### src/rtl/mvm_arb_pkg.sv
// Shared types for the two-requester matrix-vector engine arbiter.
package mvm_arb_pkg;

  typedef enum logic [1:0] {
    IDLE  = 2'd0,
    LOAD  = 2'd1,
    DRAIN = 2'd2
  } state_t;

  typedef logic req_id_t;

  function automatic int max2(input int a, input int b);
    return (a > b) ? a : b;
  endfunction

endpackage

### src/rtl/mvm_arb_pick.sv
// Combinational 2-way grant picker.
// MVM_ARB_FIXED_PRI_EN defined: requester 0 always wins a tie.
// MVM_ARB_FIXED_PRI_EN undefined: a tie goes to the requester that is not 'last'.
module mvm_arb_pick
  import mvm_arb_pkg::*;
(
  input  logic [1:0] req,
  input  req_id_t    last,
  output req_id_t    gnt_id,
  output logic       gnt_any
);

`ifdef MVM_ARB_FIXED_PRI_EN
  logic unused_last;
  assign unused_last = last;

  // Fixed priority: requester 0 first, requester 1 only when 0 is idle.
  always_comb begin
    gnt_any = |req;
    gnt_id  = req[0] ? 1'b0 : 1'b1;
  end
`else
  // Round-robin: a tie alternates away from the previous frame's owner.
  always_comb begin
    gnt_any = |req;
    if (&req) begin
      gnt_id = ~last;
    end else begin
      gnt_id = req[1] ? 1'b1 : 1'b0;
    end
  end
`endif

endmodule

### src/rtl/mvm_arbiter.sv
// Frame-granular arbiter sharing one matrix-vector layer engine between two
// requesters: the owner streams N words into the engine, then receives M
// words back, before the grant is re-arbitrated in a single IDLE cycle.
// Build option: MVM_ARB_FIXED_PRI_EN selects fixed priority instead of
// round-robin tie breaking.
module mvm_arbiter
  import mvm_arb_pkg::*;
#(
  parameter int T = 8,
  parameter int N = 2,
  parameter int M = 2
) (
  input  logic         clk,
  input  logic         reset_n,
  input  logic         s_valid_0,
  output logic         s_ready_0,
  input  logic [T-1:0] data_in_0,
  input  logic         s_valid_1,
  output logic         s_ready_1,
  input  logic [T-1:0] data_in_1,
  output logic         m_valid_0,
  input  logic         m_ready_0,
  output logic [T-1:0] data_out_0,
  output logic         m_valid_1,
  input  logic         m_ready_1,
  output logic [T-1:0] data_out_1,
  output logic         e_s_valid,
  input  logic         e_s_ready,
  output logic [T-1:0] e_data_in,
  input  logic         e_m_valid,
  output logic         e_m_ready,
  input  logic [T-1:0] e_data_out,
  output logic         busy,
  output logic         owner
);

  // Counters hold values up to max(N,M) so they never wrap inside a frame.
  localparam int CW = $clog2(max2(N, M) + 1);
  localparam logic [CW-1:0] N_LAST = CW'(N - 1);
  localparam logic [CW-1:0] M_LAST = CW'(M - 1);

  state_t        state;
  req_id_t       last_owner;
  logic [CW-1:0] in_cnt;
  logic [CW-1:0] out_cnt;
  req_id_t       gnt_id;
  logic          gnt_any;
  logic          in_xfer;
  logic          out_xfer;

  mvm_arb_pick u_pick (
    .req     ({s_valid_1, s_valid_0}),
    .last    (last_owner),
    .gnt_id  (gnt_id),
    .gnt_any (gnt_any)
  );

  // Pass-through steering: only the owner is connected to the engine, and
  // only in the phase that matches the direction of traffic.
  always_comb begin
    s_ready_0  = 1'b0;
    s_ready_1  = 1'b0;
    m_valid_0  = 1'b0;
    m_valid_1  = 1'b0;
    data_out_0 = '0;
    data_out_1 = '0;
    e_s_valid  = 1'b0;
    e_data_in  = '0;
    e_m_ready  = 1'b0;
    if (state == LOAD) begin
      if (owner == 1'b0) begin
        e_s_valid = s_valid_0;
        e_data_in = data_in_0;
        s_ready_0 = e_s_ready;
      end else begin
        e_s_valid = s_valid_1;
        e_data_in = data_in_1;
        s_ready_1 = e_s_ready;
      end
    end
    if (state == DRAIN) begin
      if (owner == 1'b0) begin
        m_valid_0  = e_m_valid;
        data_out_0 = e_data_out;
        e_m_ready  = m_ready_0;
      end else begin
        m_valid_1  = e_m_valid;
        data_out_1 = e_data_out;
        e_m_ready  = m_ready_1;
      end
    end
  end

  assign in_xfer  = e_s_valid & e_s_ready;
  assign out_xfer = e_m_valid & e_m_ready;
  assign busy     = (state != IDLE);

  // Frame FSM: arbitrate in IDLE, count N inputs in LOAD, M outputs in DRAIN.
  always_ff @(posedge clk or negedge reset_n) begin
    if (!reset_n) begin
      state      <= IDLE;
      owner      <= 1'b0;
      last_owner <= 1'b1;
      in_cnt     <= '0;
      out_cnt    <= '0;
    end else begin
      case (state)
        IDLE: begin
          if (gnt_any) begin
            owner <= gnt_id;
            state <= LOAD;
          end
        end
        LOAD: begin
          if (in_xfer) begin
            in_cnt <= in_cnt + CW'(1);
            if (in_cnt == N_LAST) begin
              state <= DRAIN;
            end
          end
        end
        DRAIN: begin
          if (out_xfer) begin
            if (out_cnt == M_LAST) begin
              last_owner <= owner;
              in_cnt     <= '0;
              out_cnt    <= '0;
              state      <= IDLE;
            end else begin
              out_cnt <= out_cnt + CW'(1);
            end
          end
        end
        default: state <= IDLE;
      endcase
    end
  end

endmodule

### config.mk
export PLATFORM = sky130hd
export DESIGN_NAME = mvm_arbiter
export DESIGN_NICKNAME = d
export VERILOG_FILES = /design/src/rtl/mvm_arb_pkg.sv /design/src/rtl/mvm_arb_pick.sv /design/src/rtl/mvm_arbiter.sv
export SDC_FILE = /design/constraint.sdc
export NUM_CORES = 1
export LEC_CHECK = 0
export ABC_CLOCK_PERIOD_IN_PS = 3800
export CORE_MARGIN = 5
export CORE_UTILIZATION = 33
export CTS_CLUSTER_DIAMETER = 30
export DETAILED_ROUTE_END_ITERATION = 7
export HOLD_SLACK_MARGIN = 0.1
export PLACE_DENSITY = 0.95
export SETUP_SLACK_MARGIN = 0.5
export SLEW_MARGIN = 0
export SYNTH_ARGS = -nofsm -noshare
export SYNTH_HDL_FRONTEND = slang
export SYNTH_HIERARCHICAL = 1
export SYNTH_SLANG_ARGS = --single-unit
### constraint.sdc
create_clock -name clk -period 3.8 [get_ports clk]
set_clock_uncertainty 0.2 [all_clocks]
set_input_delay 0.76 -clock clk [delete_from_list [all_inputs] [get_ports clk]]
set_output_delay 0.76 -clock clk [all_outputs]
set_load 0.05 [all_outputs]
==> results_dict.tcl <==
set metrics [dict create \
    largest_net_degree_at_the_start_of_global_routing 26 \
    global_route_wire_length_before_repair_um 4020 \
    hold-path-cell-count 1 \
    total_negative_slack_for_setup_checks_ns 0 \
    std_cell_rows 16 \
    setup_viol 0 \
    fin_crit_sh 0.846 \
    grt_setup_unrepaired "false" \
    max-vdd-ir-drop_mv 0.556 \
    ios 64 \
    clock_tree.buffer_depth 2 \
    place.detailed.hpwl_um 2230 \
    p_total_uw 942 \
    mostFrequentLayoutCells "sky130_fd_sc_hd__clkdlybuf4s50_1 (59), sky130_fd_sc_hd__and3_1 (18), sky130_fd_sc_hd__nor2_1 (15)" \
    first_global_vias 878 \
    path_cells "clkdlybuf4s50_1 -> mux2i_2 -> nor2_1 -> clkdlybuf4s50_1" \
    synth-simple-area-share 0.380 \
    combinational_family_with_the_most_area_after_synthesis "simple AND/OR/NAND/NOR gates" \
    syn-mean-instance-area_um2 8.38 \
    most_frequent_standard_cell_in_the_layout_excluding_fill_and_tap_cells "sky130_fd_sc_hd__clkdlybuf4s50_1" \
    cts.htree.levels 1 \
    multiInputGateArea_um2 470 \
    min_to "out_cnt[0]" \
    post_synth_xor_area_fraction 0.0123 \
    hold_path.startpoint "out_cnt[0]" \
    start_util 0.356 \
    dieHeight_um 56.4 \
    clk_sink_count 8 \
    detail_route.vias_per_cell 4.98 \
    die_width_um 56.4 \
    design.final.nets 181 \
    regArea_um2 203 \
    hold_path_class "reg2reg" \
    clock.fmax_mhz 311 \
    dr.max_layer_used "met4" \
    crit_path_frequent_cell "sky130_fd_sc_hd__clkdlybuf4s50_1" \
    crit_type "in2out" \
    grt_overflow_total 0 \
    dr.first_iter.drc_count 24 \
    fillers 162 \
    dominantRegCellSynth "sky130_fd_sc_hd__dfrtp_1" \
    wl_per_cell_um 14.8 \
    fin_area_mm2 0.00139 \
    synth_mux_area_frac 0.193 \
    cap_violations 0 \
    tritoncts.num_buffers 3 \
    kind_of_end_point_of_the_critical_path "output port" \
    route.vias.total 866 \
    outcome "finished clean" \
    post_synth_fa_ha_maj_area_fraction 0.0176 \
    tritoncts "yes" \
    layout-drive-gt1-share 0.0680 \
    synth-warning-count 6 \
    cts_post_setup_buffers_inserted 0 \
    synth_edf_count 0 \
    power_density_normalized_to_cell_area_mw_per_mm2 680 \
    slew_headroom 0.658 \
    core_area_mm2 0.00200 \
    syn_inst 85 \
    io_buffer_count 63 \
    post_syn_nets 118 \
    grtUsageTotal 0.156 \
    area_growth_syn_to_layout_pct 94.6 \
    n_antenna_cell 0 \
    regToRegSetupSlack_ns 1.92 \
    clkSlewWorstSetupHoldPaths_ns 0.06 \
    grt_antenna_before_repair 0 \
    clock-root-buffer "sky130_fd_sc_hd__clkbuf_4" \
    worst_ep_required_time_ns 2.84 \
    synth_area_um2 712 \
    finalWirelength_um 2580 \
    slowest_delay_ns 0.80 \
    reg2reg_from "owner" \
    clkLatencyLatePin_ns 0.25 \
    holdBufCountCts 0 \
    detailroute.wirelength.met3_um 198 \
    leakagePower_nw 0.657 \
    postPlaceCellArea_mm2 0.00136 \
    crit_buf_inv 2 \
    yosys.cell_types.count 31 \
    worstPathArrival_ns 2.25 \
    timing.final.max_slew_violations 0 \
    finalWeightedCongestion 0.770 \
    synth-compound-area-share 0.0580 \
    final-hold-violation-count 0 \
    postSynthRegisterBits 8 \
    worstMarginPinSlew_ns 0.512 \
    yosysSeqAreaShare 0.283 \
    critical_path_top_delay_cell "sky130_fd_sc_hd__clkdlybuf4s50_1" \
    drtAntennaViolNets 0 \
    first_pass_iters 4 \
    total_length_of_routed_met2_wires_um 1310 \
    wire_length_the_detailed_router_placed_on_met1_um 1050 \
    design.die.area_mm2 0.00319 \
    reg2reg_depth 3 \
    share_of_flip_flops_with_an_asynchronous_set_or_reset_after_synthesis 1.00 \
    rr_endpoint "last_owner" \
    element_type_at_the_critical_path_start "input port" \
    timing.critical_path.max_delay_family "buffers and inverters" \
    critPathMaxFanout 3 \
    utilization 0.692 \
    drc 0 \
    min_period_ns 3.21 \
]
==> flip-flops by register name, indices dropped and copies added (netlist names) <==
| signal | flops |
|---|---|
| out_cnt | 2 |
| last_owner | 1 |
| state | 2 |
| owner | 1 |
| in_cnt | 2 |
==> per-stage QoR <==
| stage | cells | setup slack (ns) | hold WS, ns |
|---|---|---|---|
| floorplan | 85 | 1.01 | 0.259 |
| global placement | 170 | 0.474 | 0.274 |
| detailed placement | 170 | 0.413 | 0.300 |
| CTS | 174 | 0.459 | 0.308 |
| global route | 174 | 0.526 | 0.318 |
| finish | 174 | 0.587 | 0.306 |
==> layout make-up <==
type | instances | area share
timing repair buffer | 64 | 0.463
multi-input combinational | 68 | 0.340
sequential | 8 | 0.146
tap | 27 | 0.0244
clock buffer | 4 | 0.0190
inverter | 3 | 0.00813
==> power breakdown <==
part / total (mW) / internal (mW) / switching, mW
Sequential: 0.186 / 0.117 / 0.0694
Clock: 0.0712 / 0.0403 / 0.0309
Combinational: 0.685 / 0.249 / 0.435
Total: 0.942 / 0.406 / 0.536
==> synth_stat cells, types with 2 or more instances <==
master	number	share of area
sky130_fd_sc_hd__dfrtp_1	7	0.25
sky130_fd_sc_hd__and3_1	18	0.16
sky130_fd_sc_hd__nor2_1	15	0.079
sky130_fd_sc_hd__mux2_2	2	0.032
sky130_fd_sc_hd__inv_1	3	0.016
sky130_fd_sc_hd__mux2i_1	9	0.13
sky130_fd_sc_hd__nand3b_1	2	0.021
sky130_fd_sc_hd__clkbuf_1	3	0.016
sky130_fd_sc_hd__o21ai_0	4	0.028
==> per-layer routing <==
layer	vias to the layer above	global-route usage
met5	-	0
met4	0	0.0610
met3	2	0.0344
met2	42	0.281
met1	393	0.175
li1	429	-
==> logic make-up (layout without fill, tap and decap cells) <==
kind of cell | count (synthesis) | in the layout
AO/OA/AOI/OAI | 7 | 7
XOR/XNOR | 1 | 1
adder cells (fa/ha/maj) | 1 | 1
buffers and inverters | 9 | 71
flip-flops | 8 | 8
multiplexers | 13 | 13
AND/OR/NAND/NOR | 46 | 46
==> worst max-delay path by stage <==
stage,startpoint,to,slack [ns],cells past startpoint
floorplan,owner,e_data_in[0],1.01,4
global placement,e_s_ready,s_ready_0,0.47,4
detailed placement,e_s_ready,s_ready_0,0.41,4
CTS,e_s_ready,s_ready_1,0.46,4
global route,m_ready_1,e_m_ready,0.53,4
finish,m_ready_1,e_m_ready,0.59,4
==> worst reg2reg max path, cell delays in order (launching register included) <==
cell and delay [ns]:
sky130_fd_sc_hd__dfrtp_2 0.59, sky130_fd_sc_hd__mux2i_2 0.27, sky130_fd_sc_hd__nor4b_4 0.39, sky130_fd_sc_hd__mux2_1 0.36
==> timing repair <==
item | 4_1_cts | 5_1_grt
hold endpoints to repair | 0 | 0
endpoints found under the setup margin | 15 | 2
resized for setup | 3 | 2
No activity file was read; power rests on OpenSTA's default activity.
